===== config.mk =====
export PLATFORM = sky130hd
export DESIGN_NAME = reglog_bank
export DESIGN_NICKNAME = d
export VERILOG_FILES = /design/src/rtl/reglog_bank.sv
export SDC_FILE = /design/constraint.sdc
export NUM_CORES = 1
export LEC_CHECK = 0
export BUFFER_PORTS_ARGS = -buffer_cell sky130_fd_sc_hd__buf_2
export CAP_MARGIN = 30
export CORE_UTILIZATION = 50
export CTS_CLUSTER_DIAMETER = 200
export DETAILED_ROUTE_END_ITERATION = 12
export PLACE_DENSITY = 0.71
export SYNTH_ARGS = -nofsm -noshare
export SYNTH_HDL_FRONTEND = slang
export SYNTH_SLANG_ARGS = --single-unit

===== constraint.sdc =====
create_clock -name clk -period 1.6 [get_ports clk]
set_input_delay 0.24 -clock clk [delete_from_list [all_inputs] [get_ports clk]]
set_output_delay 0.24 -clock clk [all_outputs]
set_load 0.01 [all_outputs]

===== src/rtl/reglog_bank.sv =====
// reglog_bank: DEPTH x DATA_W register bank with one byte-enabled write port,
// two registered, write-first bypassed read ports (A, B) and a sequential
// clear-sweep FSM that zeroes one entry per cycle while busy is high.
// Optional build macro: REGLOG_PARITY_EN adds per-lane even parity storage,
// a parity-inject input and per-port parity-error outputs.
module reglog_bank #(
  parameter int unsigned DATA_W = 16,
  parameter int unsigned DEPTH  = 8,
  parameter int unsigned ADDR_W = 3,
  localparam int unsigned BE_W  = DATA_W / 8
) (
  input  logic              clk,
  input  logic              reset,
  input  logic              wr_en,
  input  logic [ADDR_W-1:0] wr_addr,
  input  logic [DATA_W-1:0] wr_data,
  input  logic [BE_W-1:0]   wr_be,
  input  logic              rd_en_a,
  input  logic [ADDR_W-1:0] rd_addr_a,
  output logic [DATA_W-1:0] rd_data_a,
  output logic              rd_valid_a,
  input  logic              rd_en_b,
  input  logic [ADDR_W-1:0] rd_addr_b,
  output logic [DATA_W-1:0] rd_data_b,
  output logic              rd_valid_b,
  input  logic              clr_req,
  output logic              busy,
  output logic              wr_err
`ifdef REGLOG_PARITY_EN
  ,
  input  logic              par_inj,
  output logic              rd_perr_a,
  output logic              rd_perr_b
`endif
);

  // One extra bit so DEPTH == 2**ADDR_W still compares correctly (unsigned).
  localparam logic [ADDR_W:0]   DEPTH_L  = (ADDR_W + 1)'(DEPTH);
  localparam logic [ADDR_W-1:0] PTR_LAST = ADDR_W'(DEPTH - 1);

  typedef enum logic {
    IDLE,
    SWEEP
  } state_t;

  state_t            state;
  state_t            state_next;
  logic [ADDR_W-1:0] ptr;
  logic [ADDR_W-1:0] ptr_next;
  logic              sweeping;

  logic [DATA_W-1:0] mem [DEPTH];

  logic              wr_in_range;
  logic              wr_ok;

  logic [1:0]        rd_en_v;
  logic [ADDR_W-1:0] rd_addr_v [2];
  logic [DATA_W-1:0] rd_word   [2];
  logic [DATA_W-1:0] rd_data_q [2];
  logic [1:0]        rd_valid_q;

`ifdef REGLOG_PARITY_EN
  logic [BE_W-1:0]   par_mem [DEPTH];
  logic [BE_W-1:0]   rd_par  [2];
  logic [1:0]        rd_perr_q;
`endif

  function automatic logic [BE_W-1:0] lane_parity(input logic [DATA_W-1:0] d);
    logic [BE_W-1:0] p;
    p = '0;
    for (int unsigned k = 0; k < BE_W; k++) p[k] = ^d[8*k +: 8];
    return p;
  endfunction

  assign sweeping    = (state == SWEEP);
  assign busy        = sweeping;
  assign wr_in_range = ({1'b0, wr_addr} < DEPTH_L);
  assign wr_ok       = wr_en && !sweeping && wr_in_range;

  assign rd_en_v      = {rd_en_b, rd_en_a};
  assign rd_addr_v[0] = rd_addr_a;
  assign rd_addr_v[1] = rd_addr_b;
  assign rd_data_a    = rd_data_q[0];
  assign rd_data_b    = rd_data_q[1];
  assign rd_valid_a   = rd_valid_q[0];
  assign rd_valid_b   = rd_valid_q[1];
`ifdef REGLOG_PARITY_EN
  assign rd_perr_a    = rd_perr_q[0];
  assign rd_perr_b    = rd_perr_q[1];
`endif

  // Clear-sweep state and pointer register.
  always_ff @(posedge clk or negedge reset) begin
    if (!reset) begin
      state <= IDLE;
      ptr   <= '0;
    end else begin
      state <= state_next;
      ptr   <= ptr_next;
    end
  end

  // Sweep next-state: start on clr_req from IDLE, leave after the last entry.
  always_comb begin
    state_next = state;
    ptr_next   = ptr;
    case (state)
      IDLE: begin
        if (clr_req) begin
          state_next = SWEEP;
          ptr_next   = '0;
        end
      end
      SWEEP: begin
        if (ptr == PTR_LAST) begin
          state_next = IDLE;
          ptr_next   = '0;
        end else begin
          ptr_next = ptr + 1'b1;
        end
      end
      default: begin
        state_next = IDLE;
        ptr_next   = '0;
      end
    endcase
  end

  // Array update: sweep clears one entry; otherwise accepted writes merge lanes.
  always_ff @(posedge clk or negedge reset) begin
    if (!reset) begin
      for (int unsigned i = 0; i < DEPTH; i++) begin
        mem[i] <= '0;
`ifdef REGLOG_PARITY_EN
        par_mem[i] <= '0;
`endif
      end
    end else if (sweeping) begin
      mem[ptr] <= '0;
`ifdef REGLOG_PARITY_EN
      par_mem[ptr] <= '0;
`endif
    end else if (wr_ok) begin
      for (int unsigned k = 0; k < BE_W; k++) begin
        if (wr_be[k]) begin
          mem[wr_addr][8*k +: 8] <= wr_data[8*k +: 8];
`ifdef REGLOG_PARITY_EN
          par_mem[wr_addr][k] <= (^wr_data[8*k +: 8]) ^ par_inj;
`endif
        end
      end
    end
  end

  // Read-word selection per port: out-of-range and entry-under-clear give 0,
  // a same-cycle accepted write is merged lane by lane (write-first).
  always_comb begin
    for (int unsigned p = 0; p < 2; p++) begin
      rd_word[p] = '0;
`ifdef REGLOG_PARITY_EN
      rd_par[p] = '0;
`endif
      if (({1'b0, rd_addr_v[p]} < DEPTH_L) && !(sweeping && (ptr == rd_addr_v[p]))) begin
        rd_word[p] = mem[rd_addr_v[p]];
`ifdef REGLOG_PARITY_EN
        rd_par[p] = par_mem[rd_addr_v[p]];
`endif
        if (wr_ok && (wr_addr == rd_addr_v[p])) begin
          for (int unsigned k = 0; k < BE_W; k++) begin
            if (wr_be[k]) begin
              rd_word[p][8*k +: 8] = wr_data[8*k +: 8];
`ifdef REGLOG_PARITY_EN
              rd_par[p][k] = (^wr_data[8*k +: 8]) ^ par_inj;
`endif
            end
          end
        end
      end
    end
  end

  // Registered read outputs; data holds while a port is not reading.
  always_ff @(posedge clk or negedge reset) begin
    if (!reset) begin
      rd_valid_q <= '0;
      for (int unsigned p = 0; p < 2; p++) rd_data_q[p] <= '0;
`ifdef REGLOG_PARITY_EN
      rd_perr_q <= '0;
`endif
    end else begin
      rd_valid_q <= rd_en_v;
      for (int unsigned p = 0; p < 2; p++) begin
        if (rd_en_v[p]) rd_data_q[p] <= rd_word[p];
`ifdef REGLOG_PARITY_EN
        rd_perr_q[p] <= rd_en_v[p] && (|(lane_parity(rd_word[p]) ^ rd_par[p]));
`endif
      end
    end
  end

  // Rejected-write pulse: busy or out-of-range request, one cycle late.
  always_ff @(posedge clk or negedge reset) begin
    if (!reset) wr_err <= 1'b0;
    else        wr_err <= wr_en && (sweeping || !wr_in_range);
  end

endmodule


# --- After elaboration in Yosys (flattened, before gate mapping) ---
# Cells that the tools add are included.
word_totals:
  ff_bits: 167
  in_bits: 33
  wordCells: 78
op_classes:
  n_addsub: 1
  order_cmp: 6
  n_eq_ne: 6
  mux: 34
  bitwise_logic: 7
  reduce_logical: 10
op_table:
  columns: ["op", "n"]
  rows:
  - ["two-way mux 128 bit", 6]
  - ["bitwise mux 128 bit", 2]
  - ["two-way mux 16 bit", 10]
  - ["demux 16 bit (select 3 bit)", 3]
  - ["AND 128 bit", 1]
  - ["NOT 128 bit", 1]
  - ["binary-select mux 16 bit (select 3 bit)", 2]
  - ["two-way mux 8 bit", 5]
  - [">= comparator 4 bit (second input constant)", 4]
  - ["NOT 3 -> 4 bit", 4]
  - ["equality test 3 bit", 4]
  - ["logical AND 1 bit", 8]
  - ["< comparator 4 x 1 -> 1 bit (second input constant)", 2]
  - ["two-way mux 3 bit", 2]
  - ["one-hot mux 3 bit (2 select lines)", 1]
  - ["adder 3 x 1 -> 3 bit (second input constant)", 1]
  - ["equality test 3 bit (second input constant)", 1]
  - ["two-way mux 1 bit", 2]
  - ["inequality test 2 bit (second input constant)", 1]
  - ["one-hot mux 1 bit (2 select lines)", 1]
  - ["nonzero test 2 bit", 1]
  - ["logical NOT 1 bit", 1]
  - ["NOT 1 bit", 1]

# --- Depth between registers and ports, before layout ---
depth:
  ltp_word: 13
  ltp_mapped: 7

# --- Least setup slack after synthesis ---
# OpenSTA, ideal clock, no wires.
synth_path:
  kind: "reg2reg"
  from: "register state, in the netlist busy"
  to: "register rd_data_q (netlist bit rd_data_a[14])"
  setup_time_ps: 121
  arrival_time_ps: 1419
  required_time_ps: 1479
  path_slack_ps: 61
  stages_incl_launch_ff: 7
  period_less_slack_ps: 1539
  cell_sequence: "dfrtp_1 > buf_6 > and3b_1 > buf_6 > nand4_4 > o21a_1 > a22o_1"
synth_via:
  elab_chain_cells: 5
  elab_cells_between_ends: 6
synth_rtl:
  columns: ["element", "line", "rtl"]
  rows:
  - ["start: declaration", "46", "state_t state;"]
  - ["start signal: assignment", "99", "state <= state_next;"]
  - ["logical NOT 1 bit", "79", "assign wr_ok = wr_en && !sweeping && wr_in_range;"]
  - ["logical AND 1 bit", "79", null]
  - ["logical AND 1 bit", "169", "if (wr_ok && (wr_addr == rd_addr_v[p])) begin"]
  - ["two-way mux 16 bit", "169", null]
  - ["two-way mux 16 bit *", "164", "if (({1'b0, rd_addr_v[p]} < DEPTH_L) && !(sweeping && (ptr == rd_addr_v[p]))) begin"]
  - ["end signal: indexed assignment", "194", "if (rd_en_v[p]) rd_data_q[p] <= rd_word[p];"]
  - ["end: declaration", "60", "logic [DATA_W-1:0] rd_data_q [2];"]
# Mark *: on every way between the ends. The rest lies on a longest branch, timed or not.
# A chain may end at the register's enable or synchronous reset.

# --- Worst setup path in the final report ---
layout_path:
  from: "register state, in the netlist busy"
  to: "register mem[88] (netlist name)"
layout_via:
  elab_chain_cells: 3
  elab_cells_between_ends: 4
layout_rtl:
  columns: ["element", "line", "rtl"]
  rows:
  - ["logical NOT 1 bit", "79", null]
  - ["logical AND 1 bit", "79", null]
  - ["nonzero test 2 bit (no line)", null, null]
  - ["end signal: indexed assignment", "147", "mem[wr_addr][8*k +: 8] <= wr_data[8*k +: 8];"]
  - ["end: declaration", "52", "logic [DATA_W-1:0] mem [DEPTH];"]
# Several ways; a longest one is shown, not always the timed one.

==> results.yml <==
yosys:
  async_flop_share_pct: 100
  yosysMostFrequentCell: "dfrtp_1"
  synth_top_area_share_pct: 46.9
  synth-edff-count: 0
  synth-main-ff-cell: "dfrtp_1"
  syn_nets: 775
  ys_seq_area_share_pct: 46.9
  syn-cell-area_um2: 8910
  synthTopCellsByArea: "dfrtp_1 47%, mux4_2 16%, o21ai_1 8.1%, nand3_1 7.4%, mux2i_1 3.6%"
  syn_inst: 740
  synth_cell_type_count: 50
  yosysTopAreaCell: "dfrtp_1"
  ys_top_cells_by_count: "167 x dfrtp_1, 144 x o21ai_1, 132 x nand3_1, 64 x mux4_2, 37 x nand2_1"
  synth.avg_cell_area_um2: 12.0
  ys_ff_latch: 167
  synth_warnings: 0
power:
  p_leak_nw: 4.69
  vdd_drop_max_mv: 0.839
  cellPowerDensity_nw_per_um2: 1150
  p_total_mw: 12.4
die:
  core_area_um2: 17400
  io-pin-count: 69
  dieHeight_um: 135
  rows: 48
  die_w_um: 135
  die_area_um2: 18300
  start_util_pct: 51.3
place:
  port_buffers: 68
  dp.final_hpwl_um: 17500
  gp_congestion: 0.858
  dp_cells: 1039
cts:
  cts_sinks: 167
  cts_tree: "built"
  cts_max_level: 4
  cts_root_buf: "clkbuf_16"
  clk_latency_ns: 0.42
  clk_pin_slew_worst_paths_ns: 0.07
  cts_inserted_buffers: 17
  clockBufferDepth: 2
setup_path:
  reg2reg_depth: 6
  critPathKind: "register to register"
  crit_arrival_ns: 1.89
  cp-start-kind: "register"
  crit-reg2reg-capture: "mem[88]"
  r2r_slack_ns: 0.01
  endpoint_kind: "register"
  worstPathMaxFanout: 8
  rr_startpoint: "busy"
  cp_data_required_time_ns: 1.90
drt:
  drtIter0Drc: 909
  wl_per_cell_um: 25.9
  firstDrtPassIters: 7
  finalWirelength_um: 28000
  viasPerCell: 6.76
  vias: 7293
  drc_errors: 0
  antenna_left: 0
layout:
  final_cells: 1079
  syn_to_final_growth_pct: 20.5
  n_antenna_cell: 0
  nFillCells: 1341
  layout.nets: 876
  layout-drive-gt1-share_pct: 32.9
  final_util_pct: 61.8
worst_hold_path:
  min_to: "ptr[2]"
  min-delay-path-class: "input port to register"
  min_delay_path_depth: 2
  hold_start: "clr_req"
global_route:
  globalRouteTotalUtil_pct: 31.6
  antenna_found_initial: 0
  grt_pass1_vias: 7539
  grt-ovfl-total: 0
  grt_max_degree: 37
  grt_first_pass_wirelength_um: 42500
sta:
  fin_skew_ns: 0.00801
  min_period_ns: 1.59
  tightestPinTransition_ns: 0.459
  max_slew_margin_pct: 69.3
  rsz0062_at_grt: "yes"
  drv_slew: 0
  setup_violations: 0
  holdWs_ns: 0.0539
  hold_violations: 0
  fmax_ghz: 0.629
  timing.final.crit_share_pct: 99.4
run:
  drv_cap: 0
outcome:
  status: "complete, no violations"
[area by class of cell]
class                      instances  area [um2]  share of cell area, %
clock buffer                      19         443                   4.13
clock inverter                    13         203                   1.89
inverter                           3        11.3                  0.105
multi-input combinational        512        4430                   41.2
sequential                       167        4180                   38.9
tap                              225         282                   2.62
timing repair buffer             140        1190                   11.1
[through the flow]
stage | TNS (ns) | setup WS, ns | area, um2
3_5_place_dp | -0.510 | -0.0595 | 9890
6_report | 0 | 0.00997 | 10700
4_1_cts | -0.0838 | -0.0246 | 10600
3_3_place_gp | -0.121 | -0.0247 | 9890
2_1_floorplan | 0 | 0.0605 | 8910
5_1_grt | -0.424 | -0.0373 | 10700
[flip-flops by register name, summed over array words and instances (netlist names)]
name        flops
rd_data_b      16
rd_data_a      16
rd_valid_q      2
busy            1
ptr             3
mem           128
wr_err          1
[cells in the final DEF, fill, tap and decap left out, drive strengths merged, types with 7 or more instances in the layout]
cell / netlist / final
nand2: 41 / 41
o221ai: 15 / 15
mux4: 64 / 64
buf: 49 / 137
o21ai: 146 / 146
mux2i: 32 / 32
a22oi: 16 / 16
clkinv: 1 / 7
nand3b: 6 / 7
clkbuf: 11 / 19
nand4: 8 / 8
nand3: 138 / 139
dfrtp: 167 / 167
xnor2: 12 / 12
[repair_timing]
item,4_1_cts,5_1_grt
cloned,0,2
pin swaps,0,7
gates resized for setup,2,17
hold endpoints to repair,32,0
buffers inserted,0,3
hold buffers,3,0
endpoints found under the setup margin,14,63
[kinds of logic after synthesis]
| logic type | synth area share [%] |
|---|---|
| buffers and inverters | 4.68 |
| xor gates and xnor gates | 2.07 |
| and+or+nand+nor | 14.5 |
| muxes | 19.8 |
| adders and majority gates | 0.281 |
| DFF | 46.9 |
| AOI/OAI and AO/OA | 11.8 |
[power by group]
group	total (mW)	internal (mW)	switching, mW	leakage [nW]
logic	2.97	1.07	1.90	2.07
clock network	4.53	2.81	1.73	0.313
registers	4.87	4.56	0.310	2.31
total	12.4	8.44	3.93	4.69
[routing by layer]
metal | vias up | routed length, um | GRT usage [%]
met5 | - | 0 | 0
met2 | 457 | 13900 | 52.5
li1 | 3055 | - | -
met3 | 116 | 2750 | 7.03
met1 | 3665 | 10200 | 38.9
met4 | 0 | 1230 | 15.7
[critical path: stages (launching register included)]
cell	delay, ns
dfrtp_1	0.42
and3b_2	0.28
buf_12	0.15
buf_8	0.15
nand3b_4	0.24
nand3_2	0.15
o21ai_1	0.08
[how the worst max path moves through the flow]
stage	startpoint	end	slack, ns	depth (start not counted)
final	busy	mem[88]	0.01	6
after global routing	busy	mem[44]	-0.04	6
after CTS	busy	mem[79]	-0.02	6
after detailed placement	rd_addr_a[1]	rd_data_a[1]	-0.06	6
after global placement	rd_addr_a[1]	rd_data_a[4]	-0.02	6
after floorplan	busy	rd_data_a[14]	0.06	6
Note: power is estimated with default switching activity, not from simulation.
